### src/rtl/scf_pkg.sv
// Shared decode constants, enums and the violation record for the SCF shadow stack.
package scf_pkg;

    localparam logic [5:0] OP_SPECIAL = 6'd0;
    localparam logic [5:0] OP_REGIMM  = 6'd1;
    localparam logic [5:0] OP_JAL     = 6'd3;
    localparam logic [5:0] FN_JR      = 6'd8;
    localparam logic [5:0] FN_JALR    = 6'd9;
    localparam logic [4:0] RT_BLTZAL  = 5'd16;
    localparam logic [4:0] RT_BGEZAL  = 5'd17;
    localparam logic [4:0] RA         = 5'd31;

    typedef enum logic [1:0] {
        VC_NONE      = 2'd0,
        VC_MISMATCH  = 2'd1,
        VC_OVERFLOW  = 2'd2,
        VC_UNDERFLOW = 2'd3
    } viol_code_e;

    typedef enum logic [1:0] {
        ST_RUN   = 2'd0,
        ST_SLOT  = 2'd1,
        ST_CHECK = 2'd2
    } state_e;

    typedef struct packed {
        viol_code_e  code;
        logic [31:0] pc;
        logic [31:0] expected;
        logic [31:0] actual;
    } viol_t;

    function automatic logic is_call(input logic [31:0] i);
        return (i[31:26] == OP_JAL) ||
               (i[31:26] == OP_SPECIAL && i[5:0] == FN_JALR) ||
               (i[31:26] == OP_REGIMM && (i[20:16] == RT_BLTZAL || i[20:16] == RT_BGEZAL));
    endfunction

    function automatic logic is_ret(input logic [31:0] i);
        return (i[31:26] == OP_SPECIAL) && (i[5:0] == FN_JR) && (i[25:21] == RA);
    endfunction

endpackage

### src/rtl/scf_ss_lifo.sv
// Circular LIFO: a push when full overwrites the oldest entry and the count saturates.
module scf_ss_lifo
    import scf_pkg::*;
#(
    parameter  int DEPTH = 32,
    parameter  int W     = 32,
    localparam int AW    = $clog2(DEPTH)
) (
    input  logic          clk,
    input  logic          rst,
    input  logic          push,
    input  logic          pop,
    input  logic [W-1:0]  wdata,
    output logic [W-1:0]  rdata,
    output logic          full,
    output logic          empty,
    output logic [AW:0]   count
);
    logic [DEPTH-1:0][W-1:0] mem;
    logic [AW-1:0]           top;   // next write slot; wraps onto the oldest entry when full

    assign full  = (count == (AW+1)'(DEPTH));
    assign empty = (count == '0);
    assign rdata = mem[top - AW'(1)];

    always_ff @(posedge clk) begin
        if (push) mem[top] <= wdata;
    end

    always_ff @(posedge clk or posedge rst) begin
        if (rst) begin
            top   <= '0;
            count <= '0;
        end else if (push) begin
            top <= top + AW'(1);
            if (!full) count <= count + (AW+1)'(1);
        end else if (pop && !empty) begin
            top   <= top - AW'(1);
            count <= count - (AW+1)'(1);
        end
    end

endmodule

### src/rtl/scf_shadow_stack.sv
// Shadow call stack: pushes return addresses on calls, checks the landing PC after the
// delay slot of each return, and reports mismatch/overflow/underflow violations.
module scf_shadow_stack
    import scf_pkg::*;
#(
    parameter int DEPTH        = 32,
    parameter bit HALT_ON_VIOL = 1'b1
) (
    input  logic                    clk,
    input  logic                    rst,
    input  logic                    in_valid,
    output logic                    in_ready,
    input  logic [63:0]             in_pkt,
    input  logic                    clr_alarm,
    output logic                    viol_valid,
    output logic [1:0]              viol_code,
    output logic [31:0]             viol_pc,
    output logic [31:0]             viol_expected,
    output logic [31:0]             viol_actual,
    output logic                    alarm,
    output logic [$clog2(DEPTH):0]  depth
);
    logic [31:0] pc, top_data, exp_reg, ret_pc;
    logic        acc, dec_en, call, ret, pop, full, empty, halted, nv_valid;
    state_e      state, state_nxt;
    viol_t       nv, vq;

    assign pc     = in_pkt[63:32];
    assign acc    = in_valid & in_ready;
    assign dec_en = acc & (state != ST_SLOT);
    assign call   = dec_en & is_call(in_pkt[31:0]);
    assign ret    = dec_en & is_ret(in_pkt[31:0]);
    assign pop    = ret & ~empty;

    scf_ss_lifo #(.DEPTH(DEPTH), .W(32)) u_lifo (
        .clk   (clk),
        .rst   (rst),
        .push  (call),
        .pop   (pop),
        .wdata (pc + 32'd8),
        .rdata (top_data),
        .full  (full),
        .empty (empty),
        .count (depth)
    );

    // A mismatch outranks the decode result of the same (target) packet.
    always_comb begin
        nv       = '0;
        nv_valid = 1'b0;
        if (acc && state == ST_CHECK && pc != exp_reg) begin
            nv_valid    = 1'b1;
            nv.code     = VC_MISMATCH;
            nv.pc       = ret_pc;
            nv.expected = exp_reg;
            nv.actual   = pc;
        end else if (call && full) begin
            nv_valid = 1'b1;
            nv.code  = VC_OVERFLOW;
            nv.pc    = pc;
        end else if (ret && empty) begin
            nv_valid = 1'b1;
            nv.code  = VC_UNDERFLOW;
            nv.pc    = pc;
        end
    end

    always_comb begin
        state_nxt = state;
        if (acc) begin
            if (state == ST_SLOT) state_nxt = ST_CHECK;
            else                  state_nxt = pop ? ST_SLOT : ST_RUN;
        end
    end

    always_ff @(posedge clk or posedge rst) begin
        if (rst) begin
            state      <= ST_RUN;
            exp_reg    <= '0;
            ret_pc     <= '0;
            viol_valid <= 1'b0;
            vq         <= '0;
            alarm      <= 1'b0;
            halted     <= 1'b0;
        end else begin
            state      <= state_nxt;
            viol_valid <= nv_valid;
            if (pop) begin
                exp_reg <= top_data;
                ret_pc  <= pc;
            end
            if (nv_valid) vq <= nv;
            if (clr_alarm)     alarm <= 1'b0;
            else if (nv_valid) alarm <= 1'b1;
            // Halt trails alarm by one cycle so it drops the cycle after viol_valid.
            halted <= ~clr_alarm & HALT_ON_VIOL & alarm;
        end
    end

    assign in_ready      = ~halted;
    assign viol_code     = vq.code;
    assign viol_pc       = vq.pc;
    assign viol_expected = vq.expected;
    assign viol_actual   = vq.actual;

endmodule

### config.mk
export PLATFORM = sky130hd
export DESIGN_NAME = scf_shadow_stack
export DESIGN_NICKNAME = d
export VERILOG_FILES = /design/src/rtl/scf_pkg.sv /design/src/rtl/scf_ss_lifo.sv /design/src/rtl/scf_shadow_stack.sv
export SDC_FILE = /design/constraint.sdc
export NUM_CORES = 1
export LEC_CHECK = 0
export CAP_MARGIN = 20
export CORE_UTILIZATION = 40
export DETAILED_ROUTE_END_ITERATION = 7
export DONT_BUFFER_PORTS = 1
export PLACE_DENSITY_LB_ADDON = 0.12
export SLEW_MARGIN = 5
export SYNTH_ARGS = -nofsm -noshare
export SYNTH_HDL_FRONTEND = slang
export SYNTH_SLANG_ARGS = --single-unit
### constraint.sdc
create_clock -name clk -period 9.88 [get_ports clk]
set_clock_uncertainty 0.1 [all_clocks]
set_input_delay 1.976 -clock clk [delete_from_list [all_inputs] [get_ports clk]]
set_output_delay 1.976 -clock clk [all_outputs]
set_load 0.01 [all_outputs]
==> reports/metrics.cfg, run 1 <==
[logic_synthesis]
synth_edf_count = 1024
synth_area_mm2 = 0.0482
synth_compound_area_share_pct = 3.10
yosysWarnings = 0
synth-xor-area-share_pct = 1.25
syn-instance-count = 2575
synth_top_family_by_area = multiplexers
syn-num-nets = 2654
seq_area_frac_synth_pct = 73.0
synth_simple_gate_area_share_pct = 4.21
synthFlopType = edfxtp_1
yosys_register_bits = 1202
synth.distinct_cells = 56
synth_fa_ha_area_share_pct = 0.301
async_flop_share_pct = 14.8
syn-mean-instance-area_um2 = 18.7
synth_mux_area_share_pct = 16.4

[power_and_ir_drop]
vdd_ir_drop_max_mv = 0.197
powerDensity_mw_per_mm2 = 224
power_leakage_uw = 0.0188

[sta]
holdWs_ns = 0.371
clock.fmax_mhz = 197
finalHoldViolCount = 0
worstMarginPinSlew_ns = 1.07
min_period_over_period_pct = 51.3
slew_headroom_pct = 28.9
layout_min_cycle_time_ns = 5.07
rsz0062_at_grt = false
setup_viol = 0
finalSetupTns_ns = 0
drv_slew = 0

[clock_tree]
cts_resized = 0
cts_buffer_depth = 3
cts-buffers-inserted = 132
cts_tree = yes
htree_levels = 4
cts.clk_slew.worst_paths_ns = 0.06
ctsHoldBuffers = 0
cts_root_buf = clkbuf_16
cts_setup_buffers = 0
clock_latency_ns = 0.72
clock_sinks = 1202

[setup_path]
crit_fanout = 26
critPathLaunchType = input pin
required_ns = 10.13
worstPathArrival_ns = 5.33
setup.worst_path.class = input pin to flip-flop
cp-end-kind = flip-flop

[route]
antenna_left = 0
drc = 0
drt-vias-per-instance = 5.68
dr.first_iter.drc_count = 2484
drt_pass1_iterations = 7
routedWlPerCell_um = 29.8
wirelength_um = 129000
num_vias = 24602

[cells_and_area]
area_delta_synth_final_pct = 13.9
register_area_mm2 = 0.0352
fin_util_pct = 45.9
nets = 2691
largest_reg_flops = 1024
top_register = u_lifo.mem
drive_gt1_share_pct = 26.9
fillers = 10160
multi_input_area_mm2 = 0.0128

[die]
die_area_mm2 = 0.122
row_count = 127
die_h_um = 349
io_pins = 175
die_w_um = 349
start_util_pct = 40.3
coreArea_mm2 = 0.120

[job]
drv_cap = 0

[worst_hold_path]
min-delay-path-class = flip-flop to flip-flop

[grt]
grt_usage_pct = 21.4
grt_pass1_vias = 25784
grt_max_degree = 151
grt_pass1_wl_um = 185000
antenna_found_initial = 2
overflow = 0

[place]
place.gp.congestion = 0.800
dp_hpwl_um = 66500
numPortBuffers = 0

[outcome]
status = complete, no violations

final cells by class:
cell class | instances | share of cell area [%]
repair buffers | 79 | 1.26
well taps | 1612 | 3.67
clock inverters | 46 | 0.625
inverters | 12 | 0.0957
clock buffers | 191 | 6.97
flip-flops and latches | 1202 | 64.1
multi-input cells | 1185 | 23.2
diodes | 2 | 0.00912
worst max-delay path: stages:
cell and delay [ns]:
nor4b_1 0.60, nand3_1 0.37, a21oi_1 0.64, nand2_1 0.64, nor2_4 0.52, buf_4 0.54
path summary, 6_finish.rpt:
path	slack, ns	cells after the start	to	from
max	4.81	6	u_lifo.mem[473]	in_pkt[2]
min	0.37	2	ret_pc[7]	ret_pc[7]
max reg2reg	5.28	7	exp_reg[22]	u_lifo.top[0]
min reg2reg	0.37	2	ret_pc[7]	ret_pc[7]
max in group asynchronous	7.02	2	exp_reg[23]	rst
min in group asynchronous	1.20	1	u_lifo.count[5]	rst
metal layers:
metal | global-route usage, % | routed length (um) | up-vias
met5 | 0 | 20 | -
met4 | 6.10 | 2820 | 2
met3 | 3.52 | 7920 | 170
met2 | 35.5 | 63700 | 762
met1 | 28.9 | 54500 | 13276
li1 | - | - | 10392
placed cells by master, fill, tap and decap left out, drive strengths merged, types with 3 or more instances in the layout:
| cell type | n |
|---|---|
| edfxtp | 1024 |
| mux4 | 256 |
| clkbuf | 191 |
| nand2 | 184 |
| dfrtp | 178 |
| mux2 | 130 |
| buf | 79 |
| nor2 | 75 |
| and3 | 69 |
| mux2i | 67 |
| xnor2 | 58 |
| nand3 | 49 |
| a21oi | 39 |
| o21ai | 39 |
| clkinv | 37 |
| a211oi | 34 |
| a31oi | 33 |
| o211ai | 33 |
| o2111ai | 31 |
| nand4 | 19 |
| inv | 14 |
| xor2 | 11 |
| ha | 10 |
| nor3 | 10 |
| and4 | 5 |
| nor4 | 5 |
| bufinv | 4 |
| nor4b | 3 |
| clkinvlp | 3 |
| a21o | 3 |
kinds of logic after synthesis:
kind of cell	Yosys count
xor gates and xnor gates	69
buffers and inverters	188
and+or+nand+nor	430
adders and majority gates	11
AOI/OAI and AO/OA	222
DFF	1202
muxes	453
Yosys cell counts (3+ instances only):
master / instances / area share (%)
nor3_1: 10 / 0.10
ha_1: 10 / 0.26
nor4b_1: 3 / 0.055
mux4_2: 256 / 12
nand4_1: 19 / 0.25
o211ai_1: 33 / 0.51
o2111ai_1: 31 / 0.56
xnor2_1: 58 / 1.1
mux2i_1: 67 / 1.4
buf_4: 3 / 0.047
dfrtp_1: 178 / 9.2
buf_2: 44 / 0.46
o21ai_1: 10 / 0.10
and4_1: 5 / 0.091
buf_6: 7 / 0.16
xor2_1: 11 / 0.20
a21o_1: 3 / 0.047
buf_1: 12 / 0.093
clkbuf_1: 108 / 0.84
nand3_1: 49 / 0.51
edfxtp_1: 1024 / 64
a21oi_1: 38 / 0.39
mux2_2: 130 / 3.0
nor2_1: 75 / 0.58
o21ai_0: 29 / 0.30
and3_1: 69 / 0.90
a211oi_1: 33 / 0.51
inv_1: 12 / 0.093
a31oi_1: 33 / 0.43
nand2_1: 184 / 1.4
nor4_1: 3 / 0.039
per-stage QoR:
step | std cells | setup slack [ns] | total power [uW] | area, um2
floorplan | 2575 | 2.97 | 7220 | 48200
global placement | 4086 | 4.08 | 7700 | 50600
detailed placement | 4086 | 3.99 | 7730 | 50600
CTS | 4323 | 4.76 | 12500 | 54800
global route | 4327 | 4.65 | 12800 | 54900
finish | 4329 | 4.81 | 12300 | 54900
report_power, final:
part           switching, uW  internal [uW]  total (uW)
Sequential              62.6           5530        5590
Combinational           1010            990        2000
Clock                   1940           2790        4730
Total                   3010           9310       12300
Note: power is estimated with default switching activity, not from simulation.
==> inputs of run 2 (changes only) <==
==> constraint.sdc (replaced) <==
create_clock -name clk -period 4.4 [get_ports clk]
set_clock_uncertainty 0.1 [all_clocks]
set_input_delay 0.88 -clock clk [delete_from_list [all_inputs] [get_ports clk]]
set_output_delay 0.88 -clock clk [all_outputs]
set_load 0.01 [all_outputs]
==> reports/metrics.cfg, run 2 (synthesis gave the netlist of run 1 again) <==
[sta]
finalHoldViolCount = 0  ; unchanged
rsz0062_at_grt = false
clock.fmax_mhz = 307
min_period_over_period_pct = 74.0
setup_viol = 0  ; unchanged
slew_headroom_pct = 27.2  ; -1.7 points
worstMarginPinSlew_ns = 1.09  ; +0.0254 ns
drv_slew = 0  ; unchanged
finalSetupTns_ns = 0  ; unchanged
layout_min_cycle_time_ns = 3.26

[outcome]
status = complete, no violations

[setup_path]
ff2ff_setup_slack_ns = 1.14  ; -4.14 ns
crit_fanout = 48  ; +85%
critPathMaxStageDelay_ns = 0.58  ; -0.06 ns
r2r_start = u_lifo.top[0]
setup.worst_path.class = flip-flop to flip-flop
r2r_cells = 8  ; +1
cp-end-kind = flip-flop
worstReg2RegEnd = exp_reg[26]
slowest_stage = dfrtp_4
worstPathArrival_ns = 3.70  ; -1.63 ns
crit_chain = inv_1, ha_1, xor2_4, buf_12, mux2i_1, nor2_1, a21oi_1, o211ai_1
critPathLaunchType = flip-flop
required_ns = 4.85  ; -5.28 ns

[cells_and_area]
final_cell_count_no_fill = 4365  ; +0.83%
top_register = u_lifo.mem
nets = 2730  ; +1.4%
layout_commonest_cell = edfxtp_1
area_delta_synth_final_pct = 15.3
drive_gt1_share_pct = 27.6  ; +0.79 points
mostFrequentLayoutCells = edfxtp_1 (1024), mux4_2 (256), nand2_1 (184), dfrtp_1 (177), clkbuf_16 (136)
fin_util_pct = 46.5  ; +0.58 points
largest_reg_flops = 1024  ; unchanged

[die]
coreArea_mm2 = 0.120  ; unchanged
die_area_mm2 = 0.122  ; unchanged
start_util_pct = 40.3  ; unchanged
row_count = 127  ; unchanged
die_h_um = 349  ; unchanged
die_w_um = 349  ; unchanged
io_pins = 175  ; unchanged

[clock_tree]
cts_root_buf = clkbuf_16
cts_setup_buffers = 0  ; unchanged
clock_sinks = 1202  ; unchanged
cts_buffer_depth = 3  ; unchanged
cts_tree = yes
cts-buffers-inserted = 131  ; -0.76%
htree_levels = 4  ; unchanged
cts.clk_slew.worst_paths_ns = 0.06  ; about the same
clock_latency_ns = 0.72  ; about the same

[job]
drv_cap = 0  ; unchanged

[route]
drc = 0  ; unchanged
drt_pass1_iterations = 7  ; unchanged
drt-vias-per-instance = 5.66  ; -0.40%
wirelength_um = 128000  ; -1.0%
dr.first_iter.drc_count = 2215  ; -11%
antenna_left = 0  ; unchanged
routedWlPerCell_um = 29.2  ; -1.9%
num_vias = 24707  ; +0.43%

[grt]
grt_max_degree = 128  ; -15%
grt_pass1_wl_um = 183000  ; -0.92%
antenna_found_initial = 0  ; -2
overflow = 0  ; unchanged
grt_pass1_vias = 25459  ; -1.3%
grt_usage_pct = 21.0  ; -0.31 points

[place]
numPortBuffers = 0  ; unchanged
placed_cells = 4128  ; +1.0%
place.gp.congestion = 0.789  ; -1.3%
dp_hpwl_um = 75400  ; +13%

[power_and_ir_drop]
powerDensity_mw_per_mm2 = 504  ; +120%
vdd_ir_drop_max_mv = 0.346  ; +76%
power_leakage_uw = 0.0191  ; +1.4%
finalPower_uw = 28000  ; +130%

[worst_hold_path]
hp-start = clr_alarm
min_to = alarm
hold_depth = 1  ; -1
min-delay-path-class = input pin to flip-flop

[run 2: changes by cell type in the layout (fill, tap and decap cells not counted), moves of 6 or more]
cell / delta
clkbuf_1: -7
clkbuf_8: -14
clkinv_1: +10
buf_12: +35
bufinv_16: +6
buf_4: +7
[run 2: timing repair]
action,in CTS,in global routing
hold buffers,1,0
resized for setup,0,0
setup endpoints to repair,0,0
endpoints found under the hold margin,4,0
[run 2: area by class of cell]
cell class / instances / area [um2]
well taps: 1612 / 2020
fillers: 10102 / 64100
inverters: 12 / 48.8
clock buffers: 167 / 3530
flip-flops and latches: 1202 / 35200
repair buffers: 119 / 1420
multi-input cells: 1185 / 12800
clock inverters: 65 / 597
diodes: 3 / 7.51
[run 2: layer usage]
| metal | global-route usage, % | share of wire [%] | vias up | wire length, um |
|---|---|---|---|---|
| met1 | 29.3 | 44 | 13306 | 56100 |
| met4 | 5.75 | 2.1 | 0 | 2690 |
| met2 | 33.8 | 48 | 753 | 61000 |
| met5 | 0 | 0 | - | 0 |
| li1 | - | - | 10501 | - |
| met3 | 4.10 | 6.0 | 147 | 7710 |
[run 2: worst max-delay path by stage]
stage	slack (ns)	depth (start not counted)	endpoint	startpoint
global route	0.92	8	exp_reg[26]	u_lifo.top[0]
CTS	1.09	6	exp_reg[26]	u_lifo.top[0]
finish	1.14	8	exp_reg[26]	u_lifo.top[0]
global placement	0.65	10	u_lifo.count[5]	in_pkt[2]
detailed placement	0.58	10	u_lifo.count[5]	in_pkt[2]
floorplan	0.17	5	u_lifo.mem[288]	in_pkt[2]
[run 2: through the flow]
step / instance area [um2] / hold WS [ns] / setup WS [ns]
global placement: 51400 / 0.356 / 0.651
CTS: 55600 / 0.0609 / 1.09
floorplan: 48200 / 0.340 / 0.165
detailed placement: 51400 / 0.358 / 0.578
finish: 55600 / 0.114 / 1.14
global route: 55600 / 0.0835 / 0.922
[run 2: critical path, delay by kind of cell, from the launching register on]
family / cells / cell delay (ns)
buffers and inverters: 2 / 0.60
and+or+nand+nor: 1 / 0.10
adders and majority gates: 1 / 0.34
muxes: 1 / 0.47
xor gates and xnor gates: 1 / 0.41
AOI/OAI and AO/OA: 2 / 0.42
DFF: 1 / 0.58
[run 2: report_power, final]
part / internal [uW] / switching, uW / leakage [uW] / total (uW)
Sequential: 12400 / 81.0 / 0.0117 / 12500
Clock: 6260 / 4380 / 0.00201 / 10600
Combinational: 2310 / 2550 / 0.00543 / 4870
==> inputs of run 3 (changes only) <==
==> constraint.sdc (replaced) <==
create_clock -name clk -period 2.7 [get_ports clk]
set_clock_uncertainty 0.1 [all_clocks]
set_input_delay 0.54 -clock clk [delete_from_list [all_inputs] [get_ports clk]]
set_output_delay 0.54 -clock clk [all_outputs]
set_load 0.01 [all_outputs]
==> reports/metrics.cfg, run 3 (synthesis gave the netlist of run 1 again) <==
[clock_tree]
cts_root_buf = clkbuf_16
cts.clk_slew.worst_paths_ns = 0.06  ; about the same
cts_buffer_depth = 3  ; unchanged
cts_tree = yes
cts-buffers-inserted = 132  ; +0.76%
clock_latency_ns = 0.73  ; about the same
clock_sinks = 1202  ; unchanged
htree_levels = 4  ; unchanged

[setup_path]
critPathLaunchType = flip-flop
required_ns = 3.21  ; -1.64 ns
cp-end-kind = flip-flop
setup.worst_path.class = flip-flop to flip-flop
slowest_stage = or4_4
worstPathArrival_ns = 3.16  ; -0.54 ns
crit_chain = or4_4, or3b_4, a211o_4, buf_12, and3_1, mux2_2
critPathMaxStageDelay_ns = 0.57  ; about the same
crit_fanout = 71  ; +48%

[cells_and_area]
fin_util_pct = 48.6  ; +2.1 points
final_cell_count_no_fill = 4553  ; +4.3%
nets = 2916  ; +6.8%
mostFrequentLayoutCells = edfxtp_1 (1024), mux4_2 (256), nand2_1 (181), dfrtp_1 (177), buf_4 (163)
top_register = u_lifo.mem
largest_reg_flops = 1024  ; unchanged
layout_commonest_cell = edfxtp_1
drive_gt1_share_pct = 32.4  ; +4.7 points
area_delta_synth_final_pct = 20.6

[grt]
overflow = 0  ; unchanged
grt_pass1_wl_um = 193000  ; +5.3%
grt_usage_pct = 22.2  ; +1.2 points
antenna_found_initial = 1  ; +1
grt_max_degree = 97  ; -24%
grt_pass1_vias = 26209  ; +2.9%

[sta]
finalSetupTns_ns = 0  ; unchanged
rsz0062_at_grt = true
min_period_over_period_pct = 98.2  ; +24 points
drv_slew = 0  ; unchanged
worstMarginPinSlew_ns = 0.573  ; -0.519 ns
setup_viol = 0  ; unchanged
layout_min_cycle_time_ns = 2.65  ; -0.606 ns
slew_headroom_pct = 60.8  ; +34 points
finalHoldViolCount = 0  ; unchanged
clock.fmax_mhz = 377  ; +23%
holdWs_ns = 0.0514  ; -0.0630 ns

[die]
die_area_mm2 = 0.122  ; unchanged
start_util_pct = 40.3  ; unchanged
die_h_um = 349  ; unchanged
io_pins = 175  ; unchanged
coreArea_mm2 = 0.120  ; unchanged
row_count = 127  ; unchanged
die_w_um = 349  ; unchanged

[place]
placed_cells = 4257  ; +3.1%
place.gp.congestion = 0.846  ; +7.2%
numPortBuffers = 0  ; unchanged
dp_hpwl_um = 81300  ; +7.8%

[power_and_ir_drop]
netSwitchingFraction_pct = 25.3  ; +0.24 points
powerDensity_mw_per_mm2 = 803  ; +59%
finalPower_uw = 46700  ; +67%
power_leakage_uw = 0.0203  ; +6.3%
clkPwrFrac_pct = 36.9  ; -1.1 points
power_frac_seq_pct = 43.5  ; -1.1 points
comb_power_share_pct = 19.6  ; +2.2 points
vdd_ir_drop_max_mv = 0.400  ; +16%
intPower_uw = 34900  ; +66%
switchingPower_uw = 11800  ; +68%

[job]
drv_cap = 0  ; unchanged

[route]
drt_pass1_iterations = 5  ; -2
drc = 0  ; unchanged
num_vias = 25569  ; +3.5%
antenna_left = 0  ; unchanged
drt-vias-per-instance = 5.62  ; -0.78%
dr.first_iter.drc_count = 2450  ; +11%
wirelength_um = 136000  ; +6.3%
routedWlPerCell_um = 29.8  ; +1.9%

[worst_hold_path]
min-delay-path-class = input pin to flip-flop

[outcome]
status = complete, no violations

==> run 3: cell types whose count changed in the layout (fill, tap and decap cells not counted), moves of 7 or more <==
cell           delta
buf_12           +50
a21oi_1          -13
buf_4            +86
a21oi_2          +11
o2111ai_1        -11
clkbuf_8          +7
dlygate4sd3_1    +35
==> run 3: cell type report <==
| cell class | count | area, um2 |
|---|---|---|
| Clock inverter | 57 | 493 |
| Timing Repair Buffer | 304 | 3680 |
| Tap cell | 1612 | 2020 |
| Clock buffer | 180 | 3650 |
| Inverter | 12 | 48.8 |
| Multi-Input combinational cell | 1185 | 13100 |
| Fill cell | 9932 | 61500 |
| Sequential cell | 1202 | 35200 |
| Antenna cell | 1 | 2.50 |
==> run 3: timing repair <==
item                                    CTS  global route
pin swaps                                 1             0
hold buffers                             38             1
hold endpoints to repair                223             6
cloned                                    1             2
resized for setup                        27            23
endpoints found under the setup margin   12            16
setup buffers                             5             9
==> run 3: power by group through the flow <==
stage | logic [uW] | clock network (uW) | registers (uW)
after floorplan | 5940 | 0 | 20700
after global routing | 9710 | 18300 | 20300
after CTS | 9020 | 17600 | 20300
after global placement | 8610 | 0 | 20700
final | 9140 | 17200 | 20300
after detailed placement | 8680 | 0 | 20700
==> run 3: critical path: cells and delay by family (launching register included) <==
kind,cells,cell delay (ns)
and+or+nand+nor,3,1.21
DFF,1,0.38
AOI/OAI and AO/OA,1,0.33
muxes,1,0.27
buffers and inverters,1,0.18
==> run 3: final timing paths <==
check / from / end / slack [ns] / cells after the start
setup reg to reg: u_lifo.count[0] / viol_actual[14] / 0.05 / 6
hold / removal: in_pkt[58] / u_lifo.mem[506] / 0.05 / 1
min in group asynchronous: rst / halted / 0.26 / 2
hold reg to reg: ret_pc[0] / ret_pc[0] / 0.37 / 2
max in group asynchronous: rst / u_lifo.top[0] / 1.49 / 3
setup / recovery: u_lifo.count[0] / viol_actual[14] / 0.05 / 6
==> run 3: metrics by stage <==
step	cell area (um2)	setup slack, ns
final	58200	0.0482
after global routing	58200	-0.000662
after CTS	57900	0.000586
after detailed placement	53100	-0.509
after global placement	53100	-0.450
after floorplan	48800	-0.394
==> run 3: metal layers <==
layer  GRT usage, %  vias up  part of all wire [%]
met5              0        -                     0
met4           5.36        0                   1.7
met3           3.55      149                   5.9
met2           36.2      821                    49
met1           31.3    13717                    44
li1               -    10882                     -
